<file path="src/rtl/axi_bridge_ip_rx.sv">
// axi_bridge_ip_rx: egress path of the IP bridge.
// Packs IF_W-wide Client-IF segments (sop/eop framed) into DATA_W-wide
// AXI-Stream beats, buffers complete beats in a small FWFT FIFO and
// exposes telemetry counters and one-cycle error pulses.
// Ports:
//   clk_i, rst_i            clock, synchronous active-high reset
//   cl_rx_*                 Client-IF segment input (valid/ready)
//   m_axis_*                AXI-Stream beat output toward the IP
//   bridge_enable, strict_seq_en, strict_keep_en, drop_on_midreset  CSR controls
//   stat_rx_*               telemetry counters (wrap modulo 2^32)
//   ev_err_*                registered one-cycle error pulses
module axi_bridge_ip_rx #(
    parameter int unsigned DATA_W     = 256,
    parameter int unsigned IF_W       = 64,
    parameter int unsigned TUSER_W    = 16,
    parameter int unsigned FIFO_DEPTH = 4
) (
    input  logic                 clk_i,
    input  logic                 rst_i,
    input  logic [IF_W-1:0]      cl_rx_data,
    input  logic [IF_W/8-1:0]    cl_rx_keep,
    input  logic [TUSER_W-1:0]   cl_rx_user,
    input  logic                 cl_rx_valid,
    input  logic                 cl_rx_sop,
    input  logic                 cl_rx_eop,
    output logic                 cl_rx_ready,
    output logic [DATA_W-1:0]    m_axis_tdata,
    output logic [DATA_W/8-1:0]  m_axis_tkeep,
    output logic [TUSER_W-1:0]   m_axis_tuser,
    output logic                 m_axis_tvalid,
    output logic                 m_axis_tlast,
    input  logic                 m_axis_tready,
    input  logic                 bridge_enable,
    input  logic                 strict_seq_en,
    input  logic                 strict_keep_en,
    input  logic                 drop_on_midreset,
    output logic [31:0]          stat_rx_frames,
    output logic [31:0]          stat_rx_bytes,
    output logic [15:0]          stat_rx_fifo_level,
    output logic [31:0]          stat_rx_stall_cycles,
    output logic                 ev_err_seq,
    output logic                 ev_err_keep_illegal,
    output logic                 ev_err_midreset_drop
);

    localparam int unsigned SEGS   = DATA_W / IF_W;
    localparam int unsigned SEG_B  = IF_W / 8;
    localparam int unsigned KEEP_W = DATA_W / 8;
    localparam int unsigned IDX_W  = (SEGS > 1) ? $clog2(SEGS) : 1;
    localparam int unsigned PTR_W  = $clog2(FIFO_DEPTH);
    localparam int unsigned LVL_W  = $clog2(FIFO_DEPTH + 1);

    typedef struct packed {
        logic [DATA_W-1:0]  data;
        logic [KEEP_W-1:0]  keep;
        logic [TUSER_W-1:0] user;
        logic               last;
    } beat_t;

    typedef enum logic [0:0] {IDLE, IN_PKT} state_t;

    state_t             state, state_n;
    logic [IDX_W-1:0]   seg_idx;
    logic [DATA_W-1:0]  acc_data;
    logic [KEEP_W-1:0]  acc_keep;
    logic [TUSER_W-1:0] frame_user;

    beat_t              mem [FIFO_DEPTH];
    beat_t              head;
    logic [PTR_W-1:0]   wr_ptr, rd_ptr;
    logic [LVL_W-1:0]   level;
    logic               en_q;

    logic  seg_fire, pack_c, capture_c, err_seq_c, err_keep_c;
    logic  close_c, pop_c, flush_c, fifo_empty, keep_contig;
    beat_t beat_c;

    assign fifo_empty  = (level == '0);
    assign cl_rx_ready = bridge_enable && (level < LVL_W'(FIFO_DEPTH));
    assign seg_fire    = cl_rx_valid && cl_rx_ready;
    assign pop_c       = !fifo_empty && m_axis_tready;

    // Mid-frame flush on a registered falling edge of bridge_enable.
    assign flush_c = drop_on_midreset && en_q && !bridge_enable &&
                     ((state == IN_PKT) || (seg_idx != '0) || !fifo_empty);

    // Framing FSM: decides whether the accepted segment is packed.
    always_comb begin
        state_n   = state;
        pack_c    = 1'b0;
        capture_c = 1'b0;
        err_seq_c = 1'b0;
        if (seg_fire) begin
            case (state)
                IDLE: begin
                    if (cl_rx_sop || !strict_seq_en) begin
                        pack_c    = 1'b1;
                        capture_c = 1'b1;
                        state_n   = cl_rx_eop ? IDLE : IN_PKT;
                    end else begin
                        err_seq_c = 1'b1;
                    end
                end
                IN_PKT: begin
                    pack_c    = 1'b1;
                    err_seq_c = cl_rx_sop && strict_seq_en;
                    if (cl_rx_eop) state_n = IDLE;
                end
                default: state_n = IDLE;
            endcase
        end
    end

    always_ff @(posedge clk_i) begin
        if (rst_i || flush_c) state <= IDLE;
        else                  state <= state_n;
    end

    // Keep legality: full on non-eop, LSB-contiguous and non-zero on eop.
    assign keep_contig = ((cl_rx_keep & (cl_rx_keep + SEG_B'(1))) == '0);
    assign err_keep_c  = pack_c && strict_keep_en &&
                         (cl_rx_eop ? ((cl_rx_keep == '0) || !keep_contig)
                                    : !(&cl_rx_keep));

    // Beat under construction with the current segment merged in.
    always_comb begin
        beat_c.data = acc_data;
        beat_c.keep = acc_keep;
        for (int unsigned s = 0; s < SEGS; s++) begin
            if (seg_idx == IDX_W'(s)) begin
                beat_c.data[s*IF_W +: IF_W]   = cl_rx_data;
                beat_c.keep[s*SEG_B +: SEG_B] = cl_rx_keep;
            end
        end
        beat_c.user = capture_c ? cl_rx_user : frame_user;
        beat_c.last = cl_rx_eop;
    end

    assign close_c = pack_c && ((seg_idx == IDX_W'(SEGS - 1)) || cl_rx_eop);

    // Packer accumulator.
    always_ff @(posedge clk_i) begin
        if (rst_i || flush_c) begin
            seg_idx    <= '0;
            acc_data   <= '0;
            acc_keep   <= '0;
            frame_user <= '0;
        end else if (pack_c) begin
            if (capture_c) frame_user <= cl_rx_user;
            if (close_c) begin
                seg_idx  <= '0;
                acc_data <= '0;
                acc_keep <= '0;
            end else begin
                seg_idx  <= seg_idx + IDX_W'(1);
                acc_data <= beat_c.data;
                acc_keep <= beat_c.keep;
            end
        end
    end

    // FIFO storage; ready guarantees room whenever a beat closes.
    always_ff @(posedge clk_i) begin
        if (close_c) mem[wr_ptr] <= beat_c;
    end

    always_ff @(posedge clk_i) begin
        if (rst_i || flush_c) begin
            wr_ptr <= '0;
            rd_ptr <= '0;
            level  <= '0;
        end else begin
            if (close_c)
                wr_ptr <= (wr_ptr == PTR_W'(FIFO_DEPTH - 1)) ? '0 : wr_ptr + PTR_W'(1);
            if (pop_c)
                rd_ptr <= (rd_ptr == PTR_W'(FIFO_DEPTH - 1)) ? '0 : rd_ptr + PTR_W'(1);
            case ({close_c, pop_c})
                2'b10:   level <= level + LVL_W'(1);
                2'b01:   level <= level - LVL_W'(1);
                default: level <= level;
            endcase
        end
    end

    // FWFT head; payload forced to zero while empty.
    assign head          = mem[rd_ptr];
    assign m_axis_tvalid = !fifo_empty;
    assign m_axis_tdata  = fifo_empty ? '0 : head.data;
    assign m_axis_tkeep  = fifo_empty ? '0 : head.keep;
    assign m_axis_tuser  = fifo_empty ? '0 : head.user;
    assign m_axis_tlast  = fifo_empty ? 1'b0 : head.last;

    // Telemetry and event pulses; counters survive a mid-frame flush.
    always_ff @(posedge clk_i) begin
        if (rst_i) begin
            stat_rx_frames       <= '0;
            stat_rx_bytes        <= '0;
            stat_rx_stall_cycles <= '0;
            stat_rx_fifo_level   <= '0;
            ev_err_seq           <= 1'b0;
            ev_err_keep_illegal  <= 1'b0;
            ev_err_midreset_drop <= 1'b0;
            en_q                 <= 1'b0;
        end else begin
            if (pop_c && head.last) stat_rx_frames <= stat_rx_frames + 32'd1;
            if (pack_c) stat_rx_bytes <= stat_rx_bytes + 32'($countones(cl_rx_keep));
            if (m_axis_tvalid && !m_axis_tready)
                stat_rx_stall_cycles <= stat_rx_stall_cycles + 32'd1;
            stat_rx_fifo_level   <= 16'(level);
            ev_err_seq           <= err_seq_c;
            ev_err_keep_illegal  <= err_keep_c;
            ev_err_midreset_drop <= flush_c;
            en_q                 <= bridge_enable;
        end
    end

endmodule

</file>
<file path="config.mk">
export PLATFORM = sky130hd
export DESIGN_NAME = axi_bridge_ip_rx
export DESIGN_NICKNAME = d
export VERILOG_FILES = /design/src/rtl/axi_bridge_ip_rx.sv
export SDC_FILE = /design/constraint.sdc
export NUM_CORES = 2
export LEC_CHECK = 0
export ABC_AREA = 1
export CAP_MARGIN = 20
export CORE_MARGIN = 1
export CORE_UTILIZATION = 45
export CTS_BUF_LIST = sky130_fd_sc_hd__clkbuf_4 sky130_fd_sc_hd__clkbuf_8
export DETAILED_ROUTE_END_ITERATION = 16
export MAX_ROUTING_LAYER = met4
export SYNTH_ARGS = -nofsm -noshare
export SYNTH_HDL_FRONTEND = slang
export SYNTH_SLANG_ARGS = --single-unit
</file>
<file path="constraint.sdc">
create_clock -name clk_i -period 55.8 [get_ports clk_i]
set_input_delay 11.16 -clock clk_i [delete_from_list [all_inputs] [get_ports clk_i]]
set_output_delay 11.16 -clock clk_i [all_outputs]
set_load 0.1 [all_outputs]
</file>
## Yosys cells after proc, flatten, opt, wreduce, memory -nomap -nowiden

Memories as Yosys holds them, arrays and structs flattened. A register that Yosys moved wholly into a read port is not among the register bits.
Index checks and enable logic that the tools add are counted.

| cells by class | value |
|---|---|
| multiplexer cells | 34 |
| bitwise operators | 3 |
| add/subtract/negate cells | 16 |
| reductions and logical operators | 32 |
| magnitude comparators | 1 |
| eq/ne operators | 7 |

Operator list:

| kind | count |
|---|---|
| $mux W256 | 2 |
| $mux W64 | 4 |
| $add A32 B1 Y32 const B | 2 |
| $mux W32 | 2 |
| $add A32 B4 Y32 | 1 |
| $mux W16 | 2 |
| $mux W8 | 4 |
| $logic_not A8 Y1 | 2 |
| $logic_and A1 B1 Y1 | 12 |
| $mux W1 | 11 |
| $eq A2 B2 Y1 const B | 5 |
| $mux W2 | 5 |
| $add A1 B1 Y2 | 4 |
| $add A8 B1 Y8 const B | 1 |
| $and A8 B8 Y8 | 1 |
| $reduce_and A8 Y1 | 1 |
| $add A2 B1 Y2 const B | 3 |
| $add A2 B2 Y3 | 2 |
| $logic_not A1 Y1 | 6 |
| $logic_or A1 B1 Y1 | 6 |
| $pmux W1 S2 | 3 |
| $pmux W3 S2 | 1 |
| $add A3 B3 Y4 | 1 |
| $eq A2 B1 Y1 const B | 2 |
| 8 further kinds | 10 |

| storage, ports and cells | value |
|---|---|
| register bits | 430 |
| memory bits (writable) | 1220 |
| memories kept | 1 |
| input port bits | 98 |

Memory list:

| name | depth | width | read ports | clocked after memory_dff | wr ports | line | source |
|---|---|---|---|---|---|---|---|
| mem | 4 | 305 | 1 | 1 | 1 | 68 | `beat_t mem [FIFO_DEPTH];` |

## Longest topological paths before layout

| logic depth | value |
|---|---|
| depth in word-level cells | 8 |
| gate-level depth with buffers | 16 |
| depth with buffers taken out | 16 |

## Worst setup path after synthesis

Ideal clock, no wire load.

| path | value |
|---|---|
| path type | in2reg |
| from | in cl_rx_valid |
| to | mem mem[0][0] in the netlist's numbering, enable pin |
| data required time | 54.821 ns |
| stages | 4 |
| library setup time | 0.979 ns |
| path buffers | 0 |
| setup slack | 30.623 ns |
| arrival | 24.198 ns |
| path through | nand3_1 > a21oi_2 > nand2_2 > nor2_1 |

| on the way | value |
|---|---|
| word-level cells in the longest chain between the ends | 5 |

Ends and longest elaborated chain:

| what | line | source |
|---|---|---|
| start: declaration | 23 | `input logic cl_rx_valid,` |
| $logic_and A1 B1 Y1 | 80 | `assign seg_fire = cl_rx_valid && cl_rx_ready;` |
| $mux W1 | 93 | `if (seg_fire) begin` |
| $logic_and A1 B1 Y1 | 139 | `assign close_c = pack_c && ((seg_idx == IDX_W'(SEGS - 1)) \|\| cl_rx_eop);` |
| $mux W1 | 164 | `if (close_c) mem[wr_ptr] <= beat_c;` |
| $mux W1 (implied by the code) | 164 |  |
| end: declaration | 68 |  |

No other way between the ends.

## Worst setup path after layout

| path | value |
|---|---|
| from | in bridge_enable |
| to | out cl_rx_ready |

| on the way | value |
|---|---|
| word-level cells in the longest chain between the ends | 1 |

Ends and longest elaborated chain:

| what | line | source |
|---|---|---|
| start: declaration | 33 | `input logic bridge_enable,` |
| $logic_and A1 B1 Y1 | 79 | `assign cl_rx_ready = bridge_enable && (level < LVL_W'(FIFO_DEPTH));` |
| end: declaration | 26 | `output logic cl_rx_ready,` |

No other way between the ends.

==> metrics <==
status=finished, final reports clean; area grow syn2layout=17.9%; CP peak stage delay=1.12 ns; hold path startpoint=acc_data[208]$_SDFFE_PP0P_; post-synth top area cell=edfxtp_1; Synth top area share=0.543; Hold WS=0.434 ns; ys async rst share=0; Post-Synth Adder-Cell Area=0.00568; 1st-pass router iterations=6; CTS resizes=0; setup TNS=0 ns; CTS tree=built; worst r2r path cells=8; # port buffers=506; static leakage=0.0275 uW; critical path endpoint category=primary output; Cells after Synth=6,497; Synth Area in Simple Gates=0.139; Tmin final=24.13 ns; CP cell instances=clkdlybuf4s50_1, nand2_1, inv_1, clkdlybuf4s50_1; number of global-route vias before repair=46,000; share of layout cells above drive strength 1=0.0982; grt met2 use=0.404; H-tree Lvls=5; reg2reg end=mem[0][113]$_DFFE_PP_; met1 usage=0.362; max-slew violation count=0; WS Path Type=in -> out; DRT iter0 DRCs=4,373; Post CTS Setup Buffer Count=0; Mean Syn Cell Area=10.4 sq um; CP max stage cell=clkdlybuf4s50_1; synth warn=0; die width=389 microns; Worst Path Arrival=12.97 ns; GPL Wtd Cong=0.880; GRT overflow=0; Root Driver=clkbuf_8; xor-xnor portion of the synthesized cell area=0.00234; Post-Syn Area=0.0674 sq mm; Area contributors post-synth=edfxtp_1 (54%), dfxtp_1 (12%), nor2_1 (8.1%); max_cap viols=0; initial antenna violation count=20; Seq cells post-synth=1,639; Unique masters post-synth=43; io pins=520; Crit. Startpoint=bridge_enable; Skew-Pair Late Insertion Delay=1.02 ns; Pwr Density=36.4 mW/mm^2; Min-Delay Path Depth=2; row count=141; prevailing post-synth register cell=edfxtp_1; Hold Path End=acc_data[208]$_SDFFE_PP0P_; Fmax achieved=0.0414 GHz; Clock Skew=0.0596 ns; normalized max-slew margin=0.138; largest family of logic cells by synthesized area=simple AND/OR/NAND/NOR gates; top-count cell post-synth=nor2_1; reg2reg setup slack=50.74 ns; Slew @ Worst Pin=1.29 ns; CP startpoint kind=primary input; post-synthesis mux area share=0.0137; Starting Density=0.455; Die Area=0.151 sq mm; cts bufs inserted=290; clk sink count=1,639; # DRC=0; register area share after synthesis=0.668; M3 GR Usage=0.0565; vias=49,100; period utilization=0.432; clk buf depth=4; Worst-path clk slew=0.05 ns; worst-path fanout max=3; Critical R2R Launch=level[2]$_SDFFE_PP0P_; gr usage total=0.266; synth cell count leaders=nor2_1 (1,456), edfxtp_1 (1,220), o21ai_0 (781), nand2_1 (612), a21oi_1 (602); Finish-stage setup viols=0; vias per std cell=5.40; RSZ-0062 raised after global routing=false; busiest grt layer=met2; Peak VDD IR=22.2 uV; Inst Count DP=8,575; fin nets=7,064; type of the worst min-delay path=reg -> reg; ANT nets after route=0; Post-synth EDFFs=1,220; final WL=199,000 microns; Final Hold Fails=0; Die Height=389 microns; core area=0.148 sq mm; HPWL after DPL=111,000 microns; Post-Layout Cell Count=9,091; Compound-Gate Fraction of Synth Area=0.122; first-pass GRT wire length=293,000 microns; CP most frequent cell=clkdlybuf4s50_1; Hold Buf Count CTS=0; wire per inst=21.9 microns; WP data required=44.64 ns; largest net degree at the start of global routing=223
-- sequential cells by signal (all words and copies together), names as in the netlist, named ones only --
name	cells
en_q	1
ev_err_midreset_drop	1
rd_ptr	2
state	1
mem	1220
acc_keep	32
stat_rx_stall_cycles	32
acc_data	256
stat_rx_bytes	32
frame_user	16
ev_err_keep_illegal	1
stat_rx_frames	32
ev_err_seq	1
level	3
seg_idx	2
wr_ptr	2
stat_rx_fifo_level	3
-- cell families after synthesis --
group | Yosys count
AOI/OAI and AO/OA | 1571
xor gates and xnor gates | 18
adders and majority gates | 27
buffers and inverters | 792
DFF | 1639
muxes | 82
other | 1
and+or+nand+nor | 2367
-- layer usage --
layer	vias up	routed length, microns
met2	1757	91800
met1	23800	87600
met4	0	4380
li1	23200	-
met3	280	15600
met5	-	0
-- cell type report --
type	instances	area, sq um
tap	1930	2410
clock buffer	437	5280
multi-input combinational	4078	19300
timing repair buffer	572	5720
clock inverter	66	345
inverter	358	1380
antenna	11	27.5
fill	12800	68700
sequential	1639	45000
-- worst max path at each step --
stage,end,cells past startpoint
finish,cl_rx_ready,4
global route,cl_rx_ready,4
CTS,cl_rx_ready,4
detailed placement,cl_rx_ready,4
global placement,cl_rx_ready,4
floorplan,mem[0][0]$_DFFE_PP_,4
-- report_power, final --
part | switching, uW | internal (uW) | total, uW | leakage (uW)
registers | 5.71 | 1320 | 1330 | 0.0148
clock network | 478 | 610 | 1090 | 0.00302
logic | 386 | 93.6 | 479 | 0.00973
-- through the flow --
stage	utilization	total power [uW]	cell area (sq um)	setup slack [ns]
2_1_floorplan	-	1690	67500	30.62
3_3_place_gp	0.497	1830	73600	31.63
3_5_place_dp	0.498	1830	73800	31.67
4_1_cts	0.536	2920	79400	31.67
5_1_grt	0.536	3000	79500	31.62
6_report	0.536	2900	79500	31.67
-- cell usage in the layout (no fill, tap or decap), types with 4 or more instances in the layout --
master,count
a211oi_1,93
a211oi_2,18
a21oi_1,602
buf_12,16
buf_4,71
clkbuf_4,118
clkbuf_8,319
clkdlybuf4s50_1,483
clkinv_1,35
clkinv_2,27
conb_1,13
dfxtp_1,417
diode_2,11
edfxtp_1,1220
fa_1,6
ha_1,17
ha_4,4
inv_1,350
mux2_2,82
nand2_1,611
nand2_2,4
nand3_1,156
nand3_2,5
nand3b_1,15
nand4_1,17
nor2_1,1452
nor2_2,9
nor2_4,5
nor3_1,80
o21ai_0,781
o21ai_1,67
o21bai_1,4
xnor2_1,4
xor2_1,14
-- critical path: cells and delay by family --
| kind | cells | cell delay (ns) |
|---|---|---|
| AND/OR/NAND/NOR | 1 | 0.10 |
| buffers and inverters | 3 | 1.70 |
(Power assumes the default switching activity.)
